`src/rtl/insn_encoder_pkg.sv`:
```
// rtl/insn_encoder_pkg.sv - RV32IM encoder op set, opcode/funct constants and format packers
package insn_encoder_pkg;

    // The 35 ops the core decoder supports; any other in_op value encodes as NOP with error.
    typedef enum logic [5:0] {
        OP_LUI, OP_AUIPC, OP_JAL, OP_JALR,
        OP_BEQ, OP_BNE, OP_BLT, OP_BGE, OP_BLTU, OP_BGEU,
        OP_LB, OP_LH, OP_LW, OP_LBU, OP_LHU,
        OP_SB, OP_SH, OP_SW,
        OP_ADDI, OP_SLTI, OP_SLTIU, OP_XORI, OP_ORI, OP_ANDI,
        OP_ADD, OP_SUB, OP_SLT, OP_SLTU, OP_XOR, OP_OR, OP_AND,
        OP_MUL, OP_MULH, OP_MULHSU, OP_MULHU
    } op_t;

    localparam logic [6:0] OPC_LUI    = 7'b0110111;
    localparam logic [6:0] OPC_AUIPC  = 7'b0010111;
    localparam logic [6:0] OPC_JAL    = 7'b1101111;
    localparam logic [6:0] OPC_JALR   = 7'b1100111;
    localparam logic [6:0] OPC_BRANCH = 7'b1100011;
    localparam logic [6:0] OPC_LOAD   = 7'b0000011;
    localparam logic [6:0] OPC_STORE  = 7'b0100011;
    localparam logic [6:0] OPC_OP_IMM = 7'b0010011;
    localparam logic [6:0] OPC_OP     = 7'b0110011;

    localparam logic [2:0] F3_JALR   = 3'b000;
    localparam logic [2:0] F3_BEQ    = 3'b000;
    localparam logic [2:0] F3_BNE    = 3'b001;
    localparam logic [2:0] F3_BLT    = 3'b100;
    localparam logic [2:0] F3_BGE    = 3'b101;
    localparam logic [2:0] F3_BLTU   = 3'b110;
    localparam logic [2:0] F3_BGEU   = 3'b111;
    localparam logic [2:0] F3_B      = 3'b000;
    localparam logic [2:0] F3_H      = 3'b001;
    localparam logic [2:0] F3_W      = 3'b010;
    localparam logic [2:0] F3_BU     = 3'b100;
    localparam logic [2:0] F3_HU     = 3'b101;
    localparam logic [2:0] F3_ADD    = 3'b000;
    localparam logic [2:0] F3_SLT    = 3'b010;
    localparam logic [2:0] F3_SLTU   = 3'b011;
    localparam logic [2:0] F3_XOR    = 3'b100;
    localparam logic [2:0] F3_OR     = 3'b110;
    localparam logic [2:0] F3_AND    = 3'b111;
    localparam logic [2:0] F3_MUL    = 3'b000;
    localparam logic [2:0] F3_MULH   = 3'b001;
    localparam logic [2:0] F3_MULHSU = 3'b010;
    localparam logic [2:0] F3_MULHU  = 3'b011;

    localparam logic [6:0] F7_BASE = 7'b0000000;
    localparam logic [6:0] F7_SUB  = 7'b0100000;
    localparam logic [6:0] F7_MUL  = 7'b0000001;

    localparam logic [31:0] NOP_INSN = 32'h0000_0013;

    function automatic logic [31:0] fmt_r(input logic [6:0] f7, input logic [4:0] rs2,
                                          input logic [4:0] rs1, input logic [2:0] f3,
                                          input logic [4:0] rd, input logic [6:0] opc);
        return {f7, rs2, rs1, f3, rd, opc};
    endfunction

    function automatic logic [31:0] fmt_i(input logic [11:0] imm, input logic [4:0] rs1,
                                          input logic [2:0] f3, input logic [4:0] rd,
                                          input logic [6:0] opc);
        return {imm, rs1, f3, rd, opc};
    endfunction

    function automatic logic [31:0] fmt_s(input logic [11:0] imm, input logic [4:0] rs2,
                                          input logic [4:0] rs1, input logic [2:0] f3,
                                          input logic [6:0] opc);
        return {imm[11:5], rs2, rs1, f3, imm[4:0], opc};
    endfunction

    // imm[0] of a branch offset is implied zero and never stored
    function automatic logic [31:0] fmt_b(input logic [12:1] imm, input logic [4:0] rs2,
                                          input logic [4:0] rs1, input logic [2:0] f3,
                                          input logic [6:0] opc);
        return {imm[12], imm[10:5], rs2, rs1, f3, imm[4:1], imm[11], opc};
    endfunction

    function automatic logic [31:0] fmt_u(input logic [19:0] imm_hi, input logic [4:0] rd,
                                          input logic [6:0] opc);
        return {imm_hi, rd, opc};
    endfunction

    function automatic logic [31:0] fmt_j(input logic [20:1] imm, input logic [4:0] rd,
                                          input logic [6:0] opc);
        return {imm[20], imm[10:1], imm[11], imm[19:12], rd, opc};
    endfunction

endpackage

```
`src/rtl/insn_enc_fields.sv`:
```
// rtl/insn_enc_fields.sv - combinational op+fields to RV32IM machine word with range check
// Ports: op/rd/rs1/rs2/imm symbolic command in; insn encoded word out; err set for
// out-of-range imm or unsupported op (word still emitted with truncated fields, NOP if unsupported).
module insn_enc_fields
    import insn_encoder_pkg::*;
(
    input  logic [5:0]  op,
    input  logic [4:0]  rd,
    input  logic [4:0]  rs1,
    input  logic [4:0]  rs2,
    input  logic [31:0] imm,
    output logic [31:0] insn,
    output logic        err
);

    logic signed [31:0] simm;
    logic ok_i_s, ok_i_u, ok_b_s, ok_b_u, ok_j, ok_u;

    assign simm = imm;

    // Unsigned-flag ops are zero-extended by the decoder, so negative values cannot round-trip.
    assign ok_i_s = (simm >= -32'sd2048) && (simm <= 32'sd2047);
    assign ok_i_u = (imm <= 32'd4095);
    assign ok_b_s = !imm[0] && (simm >= -32'sd4096) && (simm <= 32'sd4094);
    assign ok_b_u = !imm[0] && (imm <= 32'd8190);
    assign ok_j   = !imm[0] && (simm >= -32'sd1048576) && (simm <= 32'sd1048574);
    assign ok_u   = (imm[11:0] == 12'h000);

    always_comb begin
        insn = NOP_INSN;
        err  = 1'b0;
        case (op)
            OP_LUI:    begin insn = fmt_u(imm[31:12], rd, OPC_LUI);           err = !ok_u;   end
            OP_AUIPC:  begin insn = fmt_u(imm[31:12], rd, OPC_AUIPC);         err = !ok_u;   end
            OP_JAL:    begin insn = fmt_j(imm[20:1], rd, OPC_JAL);            err = !ok_j;   end
            OP_JALR:   begin insn = fmt_i(imm[11:0], rs1, F3_JALR, rd, OPC_JALR); err = !ok_i_s; end
            OP_BEQ:    begin insn = fmt_b(imm[12:1], rs2, rs1, F3_BEQ,  OPC_BRANCH); err = !ok_b_s; end
            OP_BNE:    begin insn = fmt_b(imm[12:1], rs2, rs1, F3_BNE,  OPC_BRANCH); err = !ok_b_s; end
            OP_BLT:    begin insn = fmt_b(imm[12:1], rs2, rs1, F3_BLT,  OPC_BRANCH); err = !ok_b_s; end
            OP_BGE:    begin insn = fmt_b(imm[12:1], rs2, rs1, F3_BGE,  OPC_BRANCH); err = !ok_b_s; end
            OP_BLTU:   begin insn = fmt_b(imm[12:1], rs2, rs1, F3_BLTU, OPC_BRANCH); err = !ok_b_u; end
            OP_BGEU:   begin insn = fmt_b(imm[12:1], rs2, rs1, F3_BGEU, OPC_BRANCH); err = !ok_b_u; end
            OP_LB:     begin insn = fmt_i(imm[11:0], rs1, F3_B,  rd, OPC_LOAD);   err = !ok_i_s; end
            OP_LH:     begin insn = fmt_i(imm[11:0], rs1, F3_H,  rd, OPC_LOAD);   err = !ok_i_s; end
            OP_LW:     begin insn = fmt_i(imm[11:0], rs1, F3_W,  rd, OPC_LOAD);   err = !ok_i_s; end
            OP_LBU:    begin insn = fmt_i(imm[11:0], rs1, F3_BU, rd, OPC_LOAD);   err = !ok_i_u; end
            OP_LHU:    begin insn = fmt_i(imm[11:0], rs1, F3_HU, rd, OPC_LOAD);   err = !ok_i_u; end
            OP_SB:     begin insn = fmt_s(imm[11:0], rs2, rs1, F3_B, OPC_STORE);  err = !ok_i_s; end
            OP_SH:     begin insn = fmt_s(imm[11:0], rs2, rs1, F3_H, OPC_STORE);  err = !ok_i_s; end
            OP_SW:     begin insn = fmt_s(imm[11:0], rs2, rs1, F3_W, OPC_STORE);  err = !ok_i_s; end
            OP_ADDI:   begin insn = fmt_i(imm[11:0], rs1, F3_ADD,  rd, OPC_OP_IMM); err = !ok_i_s; end
            OP_SLTI:   begin insn = fmt_i(imm[11:0], rs1, F3_SLT,  rd, OPC_OP_IMM); err = !ok_i_s; end
            OP_SLTIU:  begin insn = fmt_i(imm[11:0], rs1, F3_SLTU, rd, OPC_OP_IMM); err = !ok_i_u; end
            OP_XORI:   begin insn = fmt_i(imm[11:0], rs1, F3_XOR,  rd, OPC_OP_IMM); err = !ok_i_s; end
            OP_ORI:    begin insn = fmt_i(imm[11:0], rs1, F3_OR,   rd, OPC_OP_IMM); err = !ok_i_s; end
            OP_ANDI:   begin insn = fmt_i(imm[11:0], rs1, F3_AND,  rd, OPC_OP_IMM); err = !ok_i_s; end
            OP_ADD:    insn = fmt_r(F7_BASE, rs2, rs1, F3_ADD,    rd, OPC_OP);
            OP_SUB:    insn = fmt_r(F7_SUB,  rs2, rs1, F3_ADD,    rd, OPC_OP);
            OP_SLT:    insn = fmt_r(F7_BASE, rs2, rs1, F3_SLT,    rd, OPC_OP);
            OP_SLTU:   insn = fmt_r(F7_BASE, rs2, rs1, F3_SLTU,   rd, OPC_OP);
            OP_XOR:    insn = fmt_r(F7_BASE, rs2, rs1, F3_XOR,    rd, OPC_OP);
            OP_OR:     insn = fmt_r(F7_BASE, rs2, rs1, F3_OR,     rd, OPC_OP);
            OP_AND:    insn = fmt_r(F7_BASE, rs2, rs1, F3_AND,    rd, OPC_OP);
            OP_MUL:    insn = fmt_r(F7_MUL,  rs2, rs1, F3_MUL,    rd, OPC_OP);
            OP_MULH:   insn = fmt_r(F7_MUL,  rs2, rs1, F3_MULH,   rd, OPC_OP);
            OP_MULHSU: insn = fmt_r(F7_MUL,  rs2, rs1, F3_MULHSU, rd, OPC_OP);
            OP_MULHU:  insn = fmt_r(F7_MUL,  rs2, rs1, F3_MULHU,  rd, OPC_OP);
            default:   begin insn = NOP_INSN; err = 1'b1; end
        endcase
    end

endmodule

```
`src/rtl/insn_encoder.sv`:
```
// rtl/insn_encoder.sv - streaming RV32IM encoder with 2-entry output FIFO and address tagging
// Ports: clk, reset (sync, active-high); in_valid/in_ready + in_op/rd/rs1/rs2/imm command;
// addr_load/addr_init address counter load; out_valid/out_ready + out_insn/out_addr/out_err word;
// err_count saturating count of accepted commands flagged with an error.
module insn_encoder
    import insn_encoder_pkg::*;
#(
    parameter int ADDR_W = 32,
    parameter int ERR_W  = 16
) (
    input  logic              clk,
    input  logic              reset,
    input  logic              in_valid,
    output logic              in_ready,
    input  logic [5:0]        in_op,
    input  logic [4:0]        in_rd,
    input  logic [4:0]        in_rs1,
    input  logic [4:0]        in_rs2,
    input  logic [31:0]       in_imm,
    input  logic              addr_load,
    input  logic [ADDR_W-1:0] addr_init,
    output logic              out_valid,
    input  logic              out_ready,
    output logic [31:0]       out_insn,
    output logic [ADDR_W-1:0] out_addr,
    output logic              out_err,
    output logic [ERR_W-1:0]  err_count
);

    logic [31:0]       enc_insn;
    logic              enc_err;
    logic [31:0]       fifo_insn [2];
    logic [ADDR_W-1:0] fifo_addr [2];
    logic              fifo_err  [2];
    logic              wr_ptr, rd_ptr;
    logic [1:0]        count, count_next;
    logic [ADDR_W-1:0] addr_ctr, addr_eff;
    logic              push, pop;

    insn_enc_fields u_fields (
        .op   (in_op),
        .rd   (in_rd),
        .rs1  (in_rs1),
        .rs2  (in_rs2),
        .imm  (in_imm),
        .insn (enc_insn),
        .err  (enc_err)
    );

    assign push       = in_valid && in_ready;
    assign pop        = out_valid && out_ready;
    assign count_next = count + 2'(push) - 2'(pop);
    // A load in the same cycle as an accept tags this word with the new base.
    assign addr_eff   = addr_load ? addr_init : addr_ctr;

    assign out_valid = (count != 2'd0);
    assign out_insn  = fifo_insn[rd_ptr];
    assign out_addr  = fifo_addr[rd_ptr];
    assign out_err   = fifo_err[rd_ptr];

    always_ff @(posedge clk) begin
        if (reset) begin
            count     <= 2'd0;
            wr_ptr    <= 1'b0;
            rd_ptr    <= 1'b0;
            in_ready  <= 1'b1;
            addr_ctr  <= '0;
            err_count <= '0;
            for (int i = 0; i < 2; i++) begin
                fifo_insn[i] <= '0;
                fifo_addr[i] <= '0;
                fifo_err[i]  <= 1'b0;
            end
        end else begin
            count    <= count_next;
            // Registered from next occupancy, so out_ready never reaches in_ready combinationally.
            in_ready <= (count_next != 2'd2);
            if (push) begin
                fifo_insn[wr_ptr] <= enc_insn;
                fifo_addr[wr_ptr] <= addr_eff;
                fifo_err[wr_ptr]  <= enc_err;
                wr_ptr            <= ~wr_ptr;
                addr_ctr          <= addr_eff + ADDR_W'(4);
            end else if (addr_load) begin
                addr_ctr <= addr_init;
            end
            if (pop) begin
                rd_ptr <= ~rd_ptr;
            end
            if (push && enc_err && (err_count != '1)) begin
                err_count <= err_count + ERR_W'(1);
            end
        end
    end

endmodule
```
`config.mk`:
```
export PLATFORM = sky130hd
export DESIGN_NAME = insn_encoder
export DESIGN_NICKNAME = d
export VERILOG_FILES = /design/src/rtl/insn_encoder_pkg.sv /design/src/rtl/insn_enc_fields.sv /design/src/rtl/insn_encoder.sv
export SDC_FILE = /design/constraint.sdc
export NUM_CORES = 1
export LEC_CHECK = 0
export BUFFER_PORTS_ARGS = -buffer_cell sky130_fd_sc_hd__buf_2
export CORE_MARGIN = 10
export CORE_UTILIZATION = 55
export DETAILED_ROUTE_END_ITERATION = 16
export PLACE_DENSITY = 0.85
export SETUP_SLACK_MARGIN = 0.02
export SYNTH_ARGS = -nofsm -noshare
export SYNTH_HDL_FRONTEND = slang
export SYNTH_SLANG_ARGS = --single-unit
```
`constraint.sdc`:
```
create_clock -name clk -period 4.2 [get_ports clk]
set_input_delay 0.21 -clock clk [delete_from_list [all_inputs] [get_ports clk]]
set_output_delay 0.21 -clock clk [all_outputs]
set_load 0.02 [all_outputs]
```
==> results by group <==
Outcome
  – Run status: complete, no violations

Floorplanning
  – CORE AREA: 16500 um^2
  – Num ports: 173
  – Die area: 22400 um^2
  – Die Span Y: 150 um
  – Initial Util: 55.9%
  – Die width: 150 um
  – Num rows: 47

Synthesis
  – Syn avg cell area: 10.8 um^2
  – Synth cell types: 64
  – Yosys reg bits: 182
  – Dominant synthesized flop cell: edfxtp_1
  – Top cell type's share of synthesized area: 40.9%
  – Synthesized Nets: 953
  – Synth Instances: 859
  – Synthesis Warnings: 0
  – Yosys top cell by area: edfxtp_1
  – Top post-synthesis cells by area: edfxtp_1 (41%), dfxtp_1 (12%), mux2_2 (8.3%)
  – Asr flop ratio synth: 0%
  – Seq/Total Area, Yosys: 53.1%
  – Post-synth EDFFs: 126
  – Mapped cell area: 9240 um^2

Worst setup path
  – CP startpoint: in_ready$_SDFF_PP1_
  – Critical Path Sink Type: flop
  – Levels on crit path: 9
  – Crit path arrival time: 3.15 ns
  – Cells along the critical path: and2_1 -> buf_4 -> clkinv_1 -> nor3_1 -> nand3_1 -> or3_1 -> nor4b_1 -> xor2_1 -> nor2_1
  – CP startpoint kind: flop
  – CP bufs+invs: 2
  – Worst reg-to-reg path cell count: 9
  – Worst-path maximum fanout: 10
  – Delay of the slowest cell on the worst path: 0.52 ns
  – CP required: 4.50 ns
  – R2r startpoint: in_ready$_SDFF_PP1_
  – CP max stage cell: or3_1
  – Crit-path leading delay family: simple AND/OR/NAND/NOR gates
  – Crit Path Category: flop to flop

Power and ir drop
  – Leakage power: 4.28 nW
  – Power Density: 491 nW/um^2
  – Peak supply drop: 0.339 mV

Clocking
  – Cts hold-fix bufs: 0
  – Clock Latency Late Sink: 0.43 ns
  – Bufs on Longest Clock Path: 2
  – Inserted Clock Buffers: 17
  – Clock Sinks: 182
  – CTS tree: built
  – CTS root buf: clkbuf_16
  – Clock transition at path regs: 0.07 ns
  – Post CTS Setup Buffer Count: 0
  – H-tree lvl count: 4
  – Post-CTS sizing: 0

STA
  – Clk_skew: 0.0116 ns
  – RSZ-0062 raised after global routing: no
  – Setup TNS: 0 ns
  – Minimum clock period: 2.85 ns
  – Slew Viols, Final: 0
  – Final hold violations: 0
  – Setup-failing EPs final: 0
  – Least-Margin Pin Slew: 1.03 ns
  – Final period util: 67.9%
  – Peak Freq: 350 MHz
  – Relative slew slack: 31.4%

Final layout
  – Layout area overhead: 16.6%
  – Area occupied by registers: 4910 um^2
  – Nets: 1100
  – Share of layout cells above drive strength 1: 31.2%
  – Multi-input logic area: 4020 um^2
  – Share of the core filled with cells: 65.2%
  – Filler Cells Inserted: 1288

Placed design
  – Number of port buffers: 172
  – DP HPWL: 16300 um
  – Routability cong.: 0.932

Flow run
  – Maxcap violations: 0

Global route
  – GR Overflow Total: 0
  – Pin count of the biggest net entering global routing: 58
  – Total Routing Usage GR: 20.6%
  – Global-route wire length before repair: 37000 um
  – Vias in the first global route: 7145
  – Antenna violations before repair: 1

Route
  – Drt wl/cell: 18.8 um
  – Final antenna-violating net count: 0
  – Routed vias/inst: 5.82
  – Met3 WL: 1680 um
  – Final WL: 23300 um
  – 1st-iter DRT viols: 862
  – Pre-Repair DR Iteration Count: 7
  – Met2 WL: 11600 um
  – DRC Markers: 0
  – Top Layer Used: met4
  – Total number of vias: 7218
  – WL met1: 9450 um

Hold path
  – Hold Startpoint: addr_init[1]
  – Hold path depth: 3
  – Hold Path Class: primary input to flop
==> synth_stat cells, drive strengths merged, types with 3 or more instances <==
cell,instances
ha,4
or3,15
nor2,178
nor4b,4
or2,6
nand2,27
nor3,19
o31ai,4
xnor2,16
inv,8
nor2b,24
or3b,3
clkbuf,41
a32o,3
o21ai,21
edfxtp,126
a2111oi,3
buf,16
a22oi,8
nand3b,7
dfxtp,56
a21boi,3
nor4,13
a211oi,4
a31oi,5
xor2,16
nand4,11
and2,18
or4,10
mux2,71
and3,4
nand3,14
mux2i,36
a21oi,31
nand2b,5
a222oi,7
==> worst min-delay path: stages <==
cell and delay [ns]:
buf_2 0.07, mux2i_1 0.11, nor2_1 0.10
==> worst paths after layout <==
| check | to | slack [ns] |
|---|---|---|
| hold reg to reg | fifo_insn[0][0]$_SDFFE_PP1P_ | 0.47 |
| hold / removal | addr_ctr[1]$_SDFF_PP0_ | 0.1 |
| setup / recovery | addr_ctr[29]$_SDFF_PP0_ | 1.35 |
| setup reg to reg | addr_ctr[29]$_SDFF_PP0_ | 1.35 |
==> cells in the final DEF, fill, tap and decap left out, types with 12 or more instances in the layout <==
master / count
nor2_1: 178
buf_2: 172
edfxtp_1: 126
mux2_2: 68
dfxtp_1: 55
mux2i_1: 36
a21oi_1: 31
nand2_1: 26
nor2b_1: 24
o21ai_0: 21
and2_1: 18
clkbuf_16: 17
nor3_1: 16
xnor2_1: 16
xor2_1: 16
nand3_1: 14
nor4_1: 13
buf_4: 12
==> flip-flops by register name, indices dropped and copies added, names as in the netlist, named ones only <==
signal / flops
count: 2
fifo_addr: 64
fifo_insn: 62
rd_ptr: 1
addr_ctr: 32
wr_ptr: 1
err_count: 16
fifo_err: 2
in_ready: 1
==> cell type report <==
class / count / share of cell area, %
clock inverters: 14 / 1.31
diodes: 1 / 0.0232
multi-input cells: 611 / 37.3
clock buffers: 18 / 3.98
inverters: 9 / 0.314
flip-flops and latches: 182 / 45.5
repair buffers: 185 / 9.01
well taps: 220 / 2.55
==> layer usage <==
layer,up-vias,global-route usage [%]
met5,-,0
met4,0,8.05
met3,38,4.44
met2,304,34.4
met1,3467,25.5
li1,3409,-
==> through the flow <==
step           worst slack [ns]  std cells  area, um^2  hold slack (ns)  power (mW)
2_1_floorplan             0.971        859        9240            0.397        3.31
3_5_place_dp               1.02       1207       10200            0.455        3.79
3_3_place_gp               1.10       1207       10200            0.447        3.76
5_1_grt                    1.05       1240       10800           0.0903        5.53
6_report                   1.35       1240       10800           0.0975        5.29
4_1_cts                    1.33       1239       10800           0.0855        5.32
==> power by group <==
| part | total, mW | switching (mW) | internal, mW |
|---|---|---|---|
| Combinational | 1.46 | 0.910 | 0.555 |
| Sequential | 2.28 | 0.101 | 2.17 |
| Clock | 1.55 | 0.713 | 0.834 |
==> logic make-up (layout without fill, tap and decap cells) <==
logic type | after synthesis | after routing | synth area share [%]
xor+xnor | 32 | 32 | 3.03
compound gates | 103 | 103 | 7.42
fa+ha+maj | 4 | 4 | 0.542
flops | 182 | 182 | 53.1
other cells | 0 | 1 | 0
simple gates | 365 | 365 | 19.7
buf+inv | 66 | 226 | 3.59
mux | 107 | 107 | 12.7
(Power assumes the default switching activity.)
